`src/rtl/clock_monitor_pkg.sv`:
```
// Shared state encodings and counter-width helper for the clock monitor.
package clock_monitor_pkg;

   localparam logic [1:0] ST_IDLE    = 2'd0;
   localparam logic [1:0] ST_MEASURE = 2'd1;
   localparam logic [1:0] ST_EVAL    = 2'd2;

   typedef enum logic [1:0] {
      StIdle    = ST_IDLE,
      StMeasure = ST_MEASURE,
      StEval    = ST_EVAL
   } state_e;

   // Bits needed to hold every value in 0..max_val.
   function automatic int unsigned cnt_width(input int unsigned max_val);
      return (max_val < 2) ? 1 : $clog2(max_val + 1);
   endfunction

endpackage

```
`src/rtl/clock_monitor_sync_edge_detect.sv`:
```
// Two-flop synchronizer plus previous-value register; emits a one-cycle pulse on a rising input.
module sync_edge_detect (
   input  logic clk,
   input  logic rst,
   input  logic async_i,
   output logic rise_o
);

   logic s1_q;
   logic s2_q;
   logic s3_q;

   always_ff @(posedge clk or posedge rst) begin
      if (rst) begin
         s1_q <= 1'b0;
         s2_q <= 1'b0;
         s3_q <= 1'b0;
      end else begin
         s1_q <= async_i;
         s2_q <= s1_q;
         s3_q <= s2_q;
      end
   end

   assign rise_o = s2_q & ~s3_q;

endmodule

```
`src/rtl/clock_monitor.sv`:
```
// Counts rising edges of a sampled external clock per window and flags loss or out-of-range rate.
module clock_monitor
   import clock_monitor_pkg::*;
#(
   parameter int unsigned WINDOW    = 1024,
   parameter int unsigned CNT_W     = 16,
   parameter int unsigned MIN_EDGES = 500,
   parameter int unsigned MAX_EDGES = 520,
   parameter int unsigned TIMEOUT   = 64
) (
   input  logic             clk,
   input  logic             rst,
   input  logic             enable_i,
   input  logic             mon_clk_i,
   input  logic             ack_i,
   output logic [CNT_W-1:0] edge_count_o,
   output logic             count_valid_o,
   output logic             clk_ok_o,
   output logic             clk_lost_o,
   output logic             freq_err_o
);

   localparam int unsigned WinW = cnt_width(WINDOW - 1);
   localparam int unsigned ToW  = cnt_width(TIMEOUT);

   localparam logic [WinW-1:0]  WinLast  = WinW'(WINDOW - 1);
   localparam logic [ToW-1:0]   ToMax    = ToW'(TIMEOUT);
   localparam logic [CNT_W-1:0] CntMax   = '1;
   localparam logic [CNT_W-1:0] MinEdges = CNT_W'(MIN_EDGES);
   localparam logic [CNT_W-1:0] MaxEdges = CNT_W'(MAX_EDGES);

   state_e           state_q, state_d;
   logic [WinW-1:0]  win_q, win_d;
   logic [CNT_W-1:0] edges_q, edges_d;
   logic [CNT_W-1:0] count_q, count_d;
   logic [ToW-1:0]   to_q, to_d;
   logic             valid_q, valid_d;
   logic             ok_q, ok_d;
   logic             lost_q, lost_d;
   logic             ferr_q, ferr_d;
   logic             rise;
   logic             in_range;

   sync_edge_detect u_sync (
      .clk     (clk),
      .rst     (rst),
      .async_i (mon_clk_i),
      .rise_o  (rise)
   );

   assign in_range = (edges_q >= MinEdges) && (edges_q <= MaxEdges);

   always_comb begin
      state_d = state_q;
      win_d   = win_q;
      edges_d = edges_q;
      count_d = count_q;
      to_d    = to_q;
      valid_d = 1'b0;
      ok_d    = ok_q;
      lost_d  = lost_q & ~ack_i;
      ferr_d  = ferr_q & ~ack_i;

      if (!enable_i) begin
         state_d = StIdle;
         win_d   = '0;
         edges_d = '0;
         to_d    = '0;
         ok_d    = 1'b0;
      end else begin
         unique case (state_q)
            StIdle: begin
               state_d = StMeasure;
               win_d   = '0;
               edges_d = '0;
               to_d    = '0;
            end
            StMeasure: begin
               if (rise && (edges_q != CntMax)) begin
                  edges_d = edges_q + 1'b1;
               end
               if (win_q == WinLast) begin
                  state_d = StEval;
               end else begin
                  win_d = win_q + 1'b1;
               end
            end
            StEval: begin
               count_d = edges_q;
               valid_d = 1'b1;
               ok_d    = in_range;
               if (!in_range) begin
                  ferr_d = 1'b1;
               end
               win_d   = '0;
               // An edge landing in this cycle opens the next window.
               edges_d = CNT_W'(rise);
               state_d = StMeasure;
            end
            default: state_d = StIdle;
         endcase

         if (state_q != StIdle) begin
            if (rise) begin
               to_d = '0;
            end else if (to_q != ToMax) begin
               to_d = to_q + 1'b1;
            end
            if (to_d == ToMax) begin
               ok_d = 1'b0;
               if (to_q != ToMax) begin
                  lost_d = 1'b1;
               end
            end
         end
      end
   end

   always_ff @(posedge clk or posedge rst) begin
      if (rst) begin
         state_q <= StIdle;
         win_q   <= '0;
         edges_q <= '0;
         count_q <= '0;
         to_q    <= '0;
         valid_q <= 1'b0;
         ok_q    <= 1'b0;
         lost_q  <= 1'b0;
         ferr_q  <= 1'b0;
      end else begin
         state_q <= state_d;
         win_q   <= win_d;
         edges_q <= edges_d;
         count_q <= count_d;
         to_q    <= to_d;
         valid_q <= valid_d;
         ok_q    <= ok_d;
         lost_q  <= lost_d;
         ferr_q  <= ferr_d;
      end
   end

   assign edge_count_o  = count_q;
   assign count_valid_o = valid_q;
   assign clk_ok_o      = ok_q;
   assign clk_lost_o    = lost_q;
   assign freq_err_o    = ferr_q;

endmodule

```
`config.mk`:
```
export PLATFORM = sky130hd
export DESIGN_NAME = clock_monitor
export DESIGN_NICKNAME = d
export VERILOG_FILES = /design/src/rtl/clock_monitor_pkg.sv /design/src/rtl/clock_monitor_sync_edge_detect.sv /design/src/rtl/clock_monitor.sv
export SDC_FILE = /design/constraint.sdc
export NUM_CORES = 1
export LEC_CHECK = 0
export ABC_CLOCK_PERIOD_IN_PS = 2550
export BUFFER_PORTS_ARGS = -buffer_cell sky130_fd_sc_hd__buf_4
export CAP_MARGIN = 5
export CORE_MARGIN = 2
export CORE_UTILIZATION = 40
export DETAILED_ROUTE_END_ITERATION = 6
export HOLD_SLACK_MARGIN = 0.1
export MAX_ROUTING_LAYER = met4
export PLACE_DENSITY = 0.55
export SLEW_MARGIN = 30
export SYNTH_ARGS = -nofsm -noshare
export SYNTH_HDL_FRONTEND = slang
export SYNTH_SLANG_ARGS = --single-unit
```
`constraint.sdc`:
```
create_clock -name clk -period 2.55 [get_ports clk]
set_clock_uncertainty 0.15 [all_clocks]
set_input_delay 0.1275 -clock clk [delete_from_list [all_inputs] [get_ports clk]]
set_output_delay 0.1275 -clock clk [all_outputs]
set_load 0.05 [all_outputs]
```
==> impl_results.md <==
- Clock share of power: 0.386
- Vias/cell: roughly 5.5
- Switch share: 0.281
- Register Area: ~1500 um2
- Clk slew on worst S/H paths: roughly 0.070 ns
- Number of setup violations in the final report: 0
- Most frequent cells in the layout: dfrtp_1 (58), buf_4 (33), nand2_1 (27)
- CTS root buf: clkbuf_8
- Port bufs: 24
- Top cell by count, worst path: a21oi_1
- Drt drc: 0
- TritonRoute pass-1 iters: 4
- Final period utilization: 0.909
- Worst hold endpoint: u_sync.s2_q
- Worst Path Required: 2.66 ns
- Routability Congestion: ~0.90
- Crit path capture type: register
- CTS buffer count: 9
- Number of synthesized flops with an enable pin: 0
- Synth area leader: dfrtp_1
- Mapped Area: around 3100 um2
- Crit-path slowest cell: or4_1
- Final min period: ~2.3 ns
- Min-Delay Path Depth: 0
- Setup Crit Path Kind: reg2reg
- Syn. warnings: 0
- Cells after synthesis: around 320
- ANT nets after route: 0
- P&R area growth vs syn: 18.1%
- Slowest stage delay, CP: approximately 0.44 ns
- Status: finished, final reports clean
- RSZ-0062 raised after global routing: false
- Clk buf depth: 2
- Worst R2R Path Depth: 7
- Largest net degree at the start of global routing: between 50 and 60
- Vias in the first global route: 2410
- GR Overflow Total: 0
- CP Cell Sequence: inv_1, ha_1, nor2_1, o21ai_0, a21oi_1, or4_1, a21oi_1
- Slew Viols, Final: 0
- PD cells: just under 600 nW/um2
- Post-synth cell types: 48
- Internal power: approximately 1.5 mW
- Share of cells above drive strength 1: 0.187
- Top-area cell type share of the netlist area: 0.473
- # diodes: 0
- Area of the multi-input gates: 1510 um2
- Main synth FF type: dfrtp_1
- First-pass GRT wire length: approximately 12000 um
- Slew HR: 0.664
- Startpoint of the worst hold path: u_sync.s1_q
- Total Nets Final: 367
- Register-to-register setup slack: about 0.23 ns
- I/O pins: 25
- Max-cap violations: 0
- Sequential Power Share: 0.459
- CP max FO: 7
- Maximum vdd drop: about 0.34 mV
- Leak Pwr: around 1.6 nW
- Dpl ws: roughly 0.3 ns
- Syn Nets: between 300 and 400
- CTS sink cnt: 58
- Starting Density: 0.418
- WL/cell: between 15 and 20 um
- H-tree levels: 3
- Drt first-iter violations: between 150 and 200
- Most common cell after layout, fill and taps aside: dfrtp_1
- Worst min path class: reg2reg
- Core footprint: 7330 um2
- DR vias: between 2000 and 3000
- Antenna violations before repair: 0
- Switching power: about 0.59 mW
- F_max: between 0.4 and 0.5 GHz
- R2r startpoint: state_q[0]
- CTS tree: done
- Sequential share of the synthesized area: 0.473
- Slew @ Worst Pin: 0.502 ns
- Fillers: about 700
- CP Launch Type: register
- TNS Setup: 0 ns
- Clock latency on the worst-skew pair: 0.34 ns
- Part of the power in combinational logic: 0.155
- Fin. Hold Viols: 0
- Die Ht: between 90 and 100 um
- Chip width: roughly 92 um
- Async SR Flop Fraction: 1.00
- Setup ws final: between 0.2 and 0.25 ns
- GRT Overall Usage: 0.186
- WL final: between 6000 and 7000 um
- Final Total Pwr: between 2 and 2.5 mW
- Mean Syn Cell Area: 9.67 um2
- Largest cells by area after synthesis: dfrtp_1 (47%), mux2_2 (4.8%), o21ai_0 (4.1%), ha_1 (3.7%), nand2_1 (3.3%)
- FF+latch count, synth: a little under 60
- Rows: 31
- CP arrival: roughly 2.4 ns
- Die footprint: roughly 8400 um2
- Dpl hpwl: about 5000 um
- RR Endpoint: edges_q[10]
==> Yosys cell counts (all sizes together) (2+ instances only) <==
master    n
a21boi    2
a21oi    13
a311oi    2
a31oi     2
a41oi     3
and2      7
and3      8
and4      7
buf       5
clkbuf    8
dfrtp    58
ha        9
inv      14
mux2     14
mux2i     2
nand2    27
nand2b    3
nand3    17
nand4     9
nor2     24
nor2b     3
nor3      6
o2111ai   2
o211ai    3
o21a      2
o21ai    25
o221ai    3
o31ai    10
or2       4
or3       2
or4       4
xnor2     4
xor2      5
==> cell type report <==
type | count | share of cell area
clock inverters | 3 | 0.0111
multi-input cells | 232 | 0.416
clock buffers | 13 | 0.0384
flip-flops and latches | 58 | 0.401
repair buffers | 38 | 0.0850
well taps | 99 | 0.0342
inverters | 14 | 0.0145
==> worst max-delay path by stage <==
stage | cells past startpoint | to | from | slack (ns)
2_1_floorplan | 7 | edges_q[10] | state_q[0] | 0.45
3_3_place_gp | 7 | edges_q[12] | state_q[0] | 0.38
3_5_place_dp | 7 | edges_q[10] | state_q[0] | 0.30
4_1_cts | 7 | edges_q[10] | state_q[0] | 0.27
5_1_grt | 6 | win_q[7] | state_q[1] | 0.09
6_report | 7 | edges_q[10] | state_q[0] | 0.23
==> stage by stage <==
| step | hold slack [ns] | std cells | utilization | cell area (um2) |
|---|---|---|---|---|
| 6_report | 0.214 | 457 | 0.494 | 3620 |
| 5_1_grt | 0.217 | 457 | 0.494 | 3620 |
| 4_1_cts | 0.201 | 457 | 0.494 | 3620 |
| 3_5_place_dp | 0.0709 | 437 | 0.464 | 3400 |
| 3_3_place_gp | 0.0700 | 437 | 0.464 | 3400 |
| 2_1_floorplan | 0.00893 | 317 | - | 3070 |
==> state kept, by name (all words and copies together), names as in the netlist <==
signal,count
win_q,10
count_valid_o,1
edge_count_o,16
state_q,2
clk_ok_o,1
u_sync.s1_q,1
freq_err_o,1
u_sync.s2_q,1
edges_q,16
to_q,7
u_sync.s3_q,1
clk_lost_o,1
==> per-layer routing <==
layer / GRT usage / routed length (um) / vias up
met2: 0.267 / 3120 / 54
met5: - / 0 / -
met1: 0.259 / 3460 / 1220
li1: - / - / 1232
met4: 0.0492 / 102 / 0
met3: 0.0506 / 286 / 11
==> power by group through the flow <==
stage                     registers (mW)  logic (mW)  clock network (mW)
after floorplan                     1.00       0.185                   0
after global placement             0.975       0.318                   0
after detailed placement           0.975       0.320                   0
after CTS                          0.958       0.325               0.826
after global routing               0.962       0.357               0.880
final                              0.958       0.323               0.807
==> worst max-delay path, delay by kind of cell (launching register included) <==
family                   cells  cell delay (ns)
AO/OA/AOI/OAI                3             0.77
adder cells (fa/ha/maj)      1             0.32
buffers and inverters        1             0.09
flip-flops                   1             0.40
AND/OR/NAND/NOR              2             0.51
==> kinds of logic after synthesis <==
family / Yosys count / synth area share
XOR/XNOR: 9 / 0.0257
flip-flops: 58 / 0.473
multiplexers: 16 / 0.0579
AND/OR/NAND/NOR: 125 / 0.216
buffers and inverters: 27 / 0.0355
AO/OA/AOI/OAI: 73 / 0.155
adder cells (fa/ha/maj): 9 / 0.0367
==> timing repair <==
item | in CTS | in global routing
gates resized for setup | 0 | 0
setup endpoints to repair | 0 | 0
hold buffers | 4 | 0
setup buffers | 0 | 0
hold endpoints to repair | 67 | 0
(Power assumes the default switching activity.)
